### config.mk
export PLATFORM = sky130hd
export DESIGN_NAME = mgt_01_fp_mag_arbiter
export DESIGN_NICKNAME = d
export VERILOG_FILES = /design/src/rtl/mgt_01_fp_mag_arbiter_pkg.sv /design/src/rtl/mgt_01_sync_fifo.sv /design/src/rtl/mgt_01_fp_mag_arbiter.sv
export SDC_FILE = /design/constraint.sdc
export NUM_CORES = 1
export LEC_CHECK = 0
export ABC_AREA = 1
export CORE_ASPECT_RATIO = 1.25
export CORE_MARGIN = 5
export CORE_UTILIZATION = 32
export CTS_BUF_LIST = sky130_fd_sc_hd__clkbuf_4 sky130_fd_sc_hd__clkbuf_8
export CTS_CLUSTER_SIZE = 40
export DETAILED_ROUTE_END_ITERATION = 7
export PLACE_DENSITY = 0.78
export SYNTH_ARGS = -nofsm -noshare
export SYNTH_HDL_FRONTEND = slang
export SYNTH_SLANG_ARGS = --single-unit
### constraint.sdc
create_clock -name clk_i -period 2.7 [get_ports clk_i]
set_input_delay 0.54 -clock clk_i [delete_from_list [all_inputs] [get_ports clk_i]]
set_output_delay 0.54 -clock clk_i [all_outputs]
set_load 0.01 [all_outputs]
### src/rtl/mgt_01_fp_mag_arbiter_pkg.sv
// mgt_01_fp_mag_arbiter_pkg
// Shared types for the FP magnitude arbiter slice:
//   float_t      - IEEE-754 single-precision word
//   fcmp_ops     - magnitude operation select (FMIN_ / FMAX_)
//   mag_result_t - one result-buffer entry: data, requester id, flags
package mgt_01_fp_mag_arbiter_pkg;

    typedef logic [31:0] float_t;

    typedef enum logic {
        FMIN_ = 1'b0,
        FMAX_ = 1'b1
    } fcmp_ops;

    // The id field is sized for the largest legal requester count (4), so a
    // single entry layout serves every arbiter configuration.
    localparam int MAG_ID_W   = 2;
    localparam int MAG_FLAG_W = 3;

    // flags = {invalid, overflow, underflow}
    typedef struct packed {
        float_t                data;
        logic [MAG_ID_W-1:0]   id;
        logic [MAG_FLAG_W-1:0] flags;
    } mag_result_t;

    localparam int MAG_RESULT_W = $bits(mag_result_t);

endpackage

### src/rtl/mgt_01_sync_fifo.sv
// mgt_01_sync_fifo
// Small synchronous FIFO that buffers magnitude-unit results.
// Ports:
//   clk_i, rst_n_i   - clock, synchronous active-low reset
//   flush_i          - empty the FIFO (pointers and count to zero)
//   push_i, wdata_i  - write request and data
//   pop_i            - read request; rdata_o shows the head entry
//   empty_o, count_o - occupancy status
// Storage is not reset; only the pointers and count are.
module mgt_01_sync_fifo #(
    parameter int DEPTH = 2,
    parameter int WIDTH = 8
) (
    input  logic                     clk_i,
    input  logic                     rst_n_i,
    input  logic                     flush_i,
    input  logic                     push_i,
    input  logic [WIDTH-1:0]         wdata_i,
    input  logic                     pop_i,
    output logic [WIDTH-1:0]         rdata_o,
    output logic                     empty_o,
    output logic [$clog2(DEPTH):0]   count_o
);

    localparam int AW = $clog2(DEPTH);
    localparam logic [AW:0] FULL_COUNT = (AW+1)'(DEPTH);

    logic [WIDTH-1:0] mem_q [DEPTH];
    logic [AW-1:0]    wptr_q, wptr_d;
    logic [AW-1:0]    rptr_q, rptr_d;
    logic [AW:0]      count_q, count_d;
    logic             doPush;
    logic             doPop;

    // A push into a full FIFO is still legal when a pop frees the slot in
    // the same cycle; pointers wrap naturally because DEPTH is a power of two.
    always_comb begin
        doPop   = pop_i && (count_q != '0);
        doPush  = push_i && !flush_i && ((count_q != FULL_COUNT) || doPop);
        wptr_d  = wptr_q;
        rptr_d  = rptr_q;
        count_d = count_q;
        if (doPush) begin
            wptr_d = wptr_q + AW'(1);
        end
        if (doPop) begin
            rptr_d = rptr_q + AW'(1);
        end
        if (doPush && !doPop) begin
            count_d = count_q + (AW+1)'(1);
        end else if (!doPush && doPop) begin
            count_d = count_q - (AW+1)'(1);
        end
    end

    // Control state; flush behaves like a reset of the bookkeeping only.
    always_ff @(posedge clk_i) begin
        if (!rst_n_i || flush_i) begin
            wptr_q  <= '0;
            rptr_q  <= '0;
            count_q <= '0;
        end else begin
            wptr_q  <= wptr_d;
            rptr_q  <= rptr_d;
            count_q <= count_d;
        end
    end

    // Data storage, deliberately without reset.
    always_ff @(posedge clk_i) begin
        if (doPush) begin
            mem_q[wptr_q] <= wdata_i;
        end
    end

    assign rdata_o = mem_q[rptr_q];
    assign empty_o = (count_q == '0);
    assign count_o = count_q;

endmodule

### src/rtl/mgt_01_fp_mag_arbiter.sv
// mgt_01_fp_mag_arbiter
// Round-robin arbiter that shares one external FP magnitude (min/max) unit
// between N_REQ requesters and returns results, tagged with the requester
// id, through an in-order result FIFO.
// Ports:
//   clk_i, rst_n_i                      - clock, synchronous active-low reset
//   flush_i                             - drop in-flight op and buffered results
//   req_valid_i / req_ready_o           - per-requester handshake
//   req_op_a_i, req_op_b_i, req_op_i    - per-requester operands and op
//   mag_op_a_o, mag_op_b_o, mag_op_o    - granted operands to the unit
//   mag_clk_en_o                        - unit stage enable (= accept)
//   mag_result_i, mag_*_i flags         - unit result one cycle after accept
//   res_valid_o / res_ready_i           - result handshake
//   res_data_o, res_id_o, res_flags_o   - result, origin, {inv, ovf, unf}
// Accept-to-result latency is 2 cycles with an empty FIFO.
module mgt_01_fp_mag_arbiter
    import mgt_01_fp_mag_arbiter_pkg::*;
#(
    parameter int N_REQ      = 2,
    parameter int FIFO_DEPTH = 2
) (
    input  logic                       clk_i,
    input  logic                       rst_n_i,
    input  logic                       flush_i,
    input  logic [N_REQ-1:0]           req_valid_i,
    output logic [N_REQ-1:0]           req_ready_o,
    input  float_t [N_REQ-1:0]         req_op_a_i,
    input  float_t [N_REQ-1:0]         req_op_b_i,
    input  fcmp_ops [N_REQ-1:0]        req_op_i,
    output float_t                     mag_op_a_o,
    output float_t                     mag_op_b_o,
    output fcmp_ops                    mag_op_o,
    output logic                       mag_clk_en_o,
    input  float_t                     mag_result_i,
    input  logic                       mag_invalid_i,
    input  logic                       mag_overflow_i,
    input  logic                       mag_underflow_i,
    output logic                       res_valid_o,
    input  logic                       res_ready_i,
    output float_t                     res_data_o,
    output logic [$clog2(N_REQ)-1:0]   res_id_o,
    output logic [2:0]                 res_flags_o
);

    localparam int IDW = $clog2(N_REQ);
    localparam int CW  = $clog2(FIFO_DEPTH) + 1;

    logic [IDW-1:0] ptr_q, ptr_d;
    logic           inFlight_q, inFlight_d;
    logic [IDW-1:0] inFlightId_q, inFlightId_d;

    logic [IDW-1:0] gntIdx;
    logic           gntFound;
    int             scanIdx;
    logic           grantEn;
    logic           accept;
    logic           pop;
    logic           push;
    logic           fifoEmpty;
    logic [CW-1:0]  fifoCount;
    mag_result_t    wrEntry;
    mag_result_t    rdEntry;
    logic           id_unused;

    // Round-robin search: first valid requester at or after the pointer.
    always_comb begin
        gntFound = 1'b0;
        gntIdx   = ptr_q;
        scanIdx  = 0;
        for (int i = 0; i < N_REQ; i++) begin
            scanIdx = int'(ptr_q) + i;
            if (scanIdx >= N_REQ) begin
                scanIdx = scanIdx - N_REQ;
            end
            if (!gntFound && req_valid_i[scanIdx]) begin
                gntFound = 1'b1;
                gntIdx   = IDW'(scanIdx);
            end
        end
    end

    // Occupancy counts the in-flight op as already buffered and credits a
    // same-cycle pop, so the FIFO can never be overrun by the push one
    // cycle later. Reset and flush both block granting.
    assign pop     = res_valid_o && res_ready_i;
    assign grantEn = rst_n_i && !flush_i &&
                     ((int'(fifoCount) + int'(inFlight_q) - int'(pop)) < FIFO_DEPTH);
    assign accept  = grantEn && gntFound;

    always_comb begin
        req_ready_o = '0;
        for (int i = 0; i < N_REQ; i++) begin
            req_ready_o[i] = accept && (gntIdx == IDW'(i));
        end
    end

    assign mag_op_a_o   = req_op_a_i[gntIdx];
    assign mag_op_b_o   = req_op_b_i[gntIdx];
    assign mag_op_o     = req_op_i[gntIdx];
    assign mag_clk_en_o = accept;

    // Next-state: pointer moves past the winner only on an accept; the
    // in-flight bit tracks last cycle's accept (accept is already low
    // during flush, which is what discards the pending push).
    always_comb begin
        ptr_d        = ptr_q;
        inFlight_d   = accept;
        inFlightId_d = inFlightId_q;
        if (accept) begin
            ptr_d        = (gntIdx == IDW'(N_REQ - 1)) ? '0 : gntIdx + IDW'(1);
            inFlightId_d = gntIdx;
        end
    end

    always_ff @(posedge clk_i) begin
        if (!rst_n_i) begin
            ptr_q        <= '0;
            inFlight_q   <= 1'b0;
            inFlightId_q <= '0;
        end else begin
            ptr_q        <= ptr_d;
            inFlight_q   <= inFlight_d;
            inFlightId_q <= inFlightId_d;
        end
    end

    // The unit result arrives the cycle after the accept and is captured
    // together with the id that was latched at accept time.
    assign push = inFlight_q && !flush_i;

    always_comb begin
        wrEntry       = '0;
        wrEntry.data  = mag_result_i;
        wrEntry.id    = MAG_ID_W'(inFlightId_q);
        wrEntry.flags = {mag_invalid_i, mag_overflow_i, mag_underflow_i};
    end

    mgt_01_sync_fifo #(
        .DEPTH (FIFO_DEPTH),
        .WIDTH (MAG_RESULT_W)
    ) u_fifo (
        .clk_i   (clk_i),
        .rst_n_i (rst_n_i),
        .flush_i (flush_i),
        .push_i  (push),
        .wdata_i (wrEntry),
        .pop_i   (pop),
        .rdata_o (rdEntry),
        .empty_o (fifoEmpty),
        .count_o (fifoCount)
    );

    assign res_valid_o = rst_n_i && !fifoEmpty;
    assign res_data_o  = rdEntry.data;
    assign res_id_o    = rdEntry.id[IDW-1:0];
    assign res_flags_o = rdEntry.flags;

    // Upper id bits are only meaningful for larger requester counts.
    assign id_unused = ^rdEntry.id;

endmodule

==> results of run 1 <==
==> registers in the layout, summed over array words and instances, names as in the netlist, named ones only <==
| name | cells |
|---|---|
| inFlight_q | 1 |
| u_fifo.count_o | 2 |
| u_fifo.wptr_q | 1 |
| inFlightId_q | 1 |
| u_fifo.rptr_q | 1 |
| ptr_q | 1 |
| u_fifo.mem_q | 72 |
==> where the power goes <==
part / internal (mW) / total, mW / switching [mW]
logic: 0.437 / 0.757 / 0.320
clock network: 0.526 / 0.923 / 0.397
registers: 1.37 / 1.38 / 0.00607
==> layer usage <==
metal / part of all wire, % / wire [um] / GRT usage [%]
met5: 0 / 0 / 0
met4: 1.2 / 173 / 4.91
met2: 52 / 7360 / 33.4
met3: 12 / 1720 / 8.35
met1: 35 / 5000 / 19.1
==> kinds of logic (layout without fill, tap and decap cells) <==
| family | count (synthesis) | count (layout) | synth area share, % |
|---|---|---|---|
| buffers and inverters | 34 | 329 | 5.27 |
| flip-flops | 80 | 80 | 60.0 |
| adder cells (fa/ha/maj) | 3 | 3 | 1.16 |
| AND/OR/NAND/NOR | 222 | 222 | 21.7 |
| multiplexers | 36 | 36 | 10.5 |
| AO/OA/AOI/OAI | 11 | 11 | 1.42 |
==> synth_stat cells, drive strengths merged <==
master  number
nand2      207
edfxtp      72
mux2        36
buf         16
inv         16
nor2        11
dfxtp        8
a21oi        6
o21ai        5
clkbuf       2
ha           2
nand3        2
fa           1
nor3         1
or2          1
==> through the flow <==
| step | area, um^2 | hold WS (ns) |
|---|---|---|
| after global routing | 7130 | 0.478 |
| after global placement | 6890 | 0.432 |
| final | 7130 | 0.474 |
| after detailed placement | 6890 | 0.453 |
| after floorplan | 3870 | 0.426 |
| after CTS | 7060 | 0.467 |
==> cell type report <==
| cell class | instances | area (um^2) |
|---|---|---|
| Clock buffer | 10 | 131 |
| Inverter | 16 | 65.1 |
| Timing Repair Buffer | 297 | 2920 |
| Tap cell | 164 | 205 |
| Clock inverter | 6 | 83.8 |
| Multi-Input combinational cell | 272 | 1400 |
| Fill cell | 969 | 4860 |
| Sequential cell | 80 | 2320 |
==> worst max-delay path, cell delays in order <==
cell	delay, ns
dlygate4sd2_1	0.25
nand3_2	0.09
inv_2	0.05
ha_4	0.25
nor2_2	0.04
fa_2	0.33
nor3_2	0.14
nand2_2	0.15
nor2_4	0.13
buf_4	0.14
==> final timing paths <==
path / from / end / cells after the start
setup / recovery: rst_n_i / req_ready_o[1] / 10
hold / removal: inFlightId_q / u_fifo.mem_q[1][3] / 0
setup reg to reg: u_fifo.count_o[1] / u_fifo.count_o[1] / 13
hold reg to reg: inFlightId_q / u_fifo.mem_q[1][3] / 0
==> what timing repair did <==
item | 4_1_cts | 5_1_grt
gates resized for setup | 88 | 31
buffers inserted | 2 | 3
setup endpoints to repair | 68 | 32
pin swaps | 5 | 1
gates cloned | 0 | 1
==> impl_metrics.ini, run 1 <==
[timing]
slew_violations = 0
fin_crit_ns = 2.64
max_freq_mhz = 379
maxSlewHeadroom_pct = 81.4
post-route-period-util_pct = 97.8
finClkSkew_ns = 0.00563
setup_viol = 0
tns_ns = 0
layout_setup_ws_ns = 0.0593
worstMarginPinSlew_ns = 0.279
finalHoldViolations = 0
rsz0062_at_grt = true

[drt]
viasPerCell = 4.53
drt-pass1-iter-count = 8
first_iter_violations = 100
drcViolationCount = 0
ant_nets = 0
vias = 3830
wl_um = 14300
wl_per_cell_um = 16.9

[synth]
syn_avg_cell_area_um2 = 10.0
synth_area_leaders = edfxtp_1 56%, nand2_1 20%, mux2_2 10%
synth_cell_types = 18
syn_nets = 560
synth_top_area_share_pct = 55.9
synth_seq_cells = 80
synth_warnings = 0
syn_inst = 386
seq_area_frac_synth_pct = 60.0
synth_area_mm2 = 0.00387
synth_largest_area_cell = edfxtp_1

[global_route]
grt_max_degree = 42
grt_usage_pct = 18.5
first_global_vias = 3886
antenna_found_initial = 0
overflow = 0
grt_pass1_wl_um = 20300

[power]
p_total_mw = 3.05
ir_drop_mv = 0.278
power.density_mw_per_mm2 = 428
p_leak_nw = 3.02

[floorplanning]
start_util_pct = 32.3
rows = 45
coreArea_mm2 = 0.0120
num_io_pins = 276
fp.dieH_um = 133
die_w_um = 108
die-area_mm2 = 0.0144

[clocking]
cts_hold_buf = 0
insertion_delay_ns = 0.34
cts_tree = built
cts_buffers = 9
cts.sinks = 80
clk_pin_slew_worst_paths_ns = 0.07
htreeDepth = 3
cts-root-buf = clkbuf_8
clk_path_buf_depth = 2

[worst_setup_path]
rrSetupSlack_ns = 0.68
worst-path-max-fanout = 5
worstSetupEndpointType = output port
worstPathArrival_ns = 2.10
worstSetupPathType = input port to output port
required_ns = 2.16
cp-start-kind = input port

[placed_design]
place_inst = 823
numPortBuffers = 275
place.gp.congestion = 0.838
place_ws_ns = -0.781
hpwlAfterDp_um = 11300

[hold_path]
hold_class = flop to flop

[final_layout]
utilization_pct = 59.5
drive_above_1_share_pct = 14.4
nets = 850
stdcell_count = 845
antenna_cells = 0
areaGrowthSynthToFinish_pct = 84.3
final_cell_mix = 205 x nand2_1, 205 x clkdlybuf4s50_1, 72 x edfxtp_1

[outcome]
outcome = finished clean

[flow_run]
cap_violations = 0
Note: power is estimated with default switching activity, not from simulation.
==> run 2: changes to the inputs <==
--- a/config.mk
+++ b/config.mk
@@ -13,6 +13,7 @@
 export CTS_CLUSTER_SIZE = 40
 export DETAILED_ROUTE_END_ITERATION = 7
 export PLACE_DENSITY = 0.78
+export SLEW_MARGIN = 20
 export SYNTH_ARGS = -nofsm -noshare
 export SYNTH_HDL_FRONTEND = slang
 export SYNTH_SLANG_ARGS = --single-unit
==> results of run 2 <==
No change in the layout: final DEF, timing and power equal those of run 1.
==> run 3: changes to the inputs <==
--- a/config.mk
+++ b/config.mk
@@ -12,6 +12,7 @@
 export CTS_BUF_LIST = sky130_fd_sc_hd__clkbuf_4 sky130_fd_sc_hd__clkbuf_8
 export CTS_CLUSTER_SIZE = 40
 export DETAILED_ROUTE_END_ITERATION = 7
+export GPL_ROUTABILITY_DRIVEN = 0
 export PLACE_DENSITY = 0.78
 export SLEW_MARGIN = 20
 export SYNTH_ARGS = -nofsm -noshare
==> results of run 3 <==
No change in the layout: final DEF, timing and power equal those of run 1.
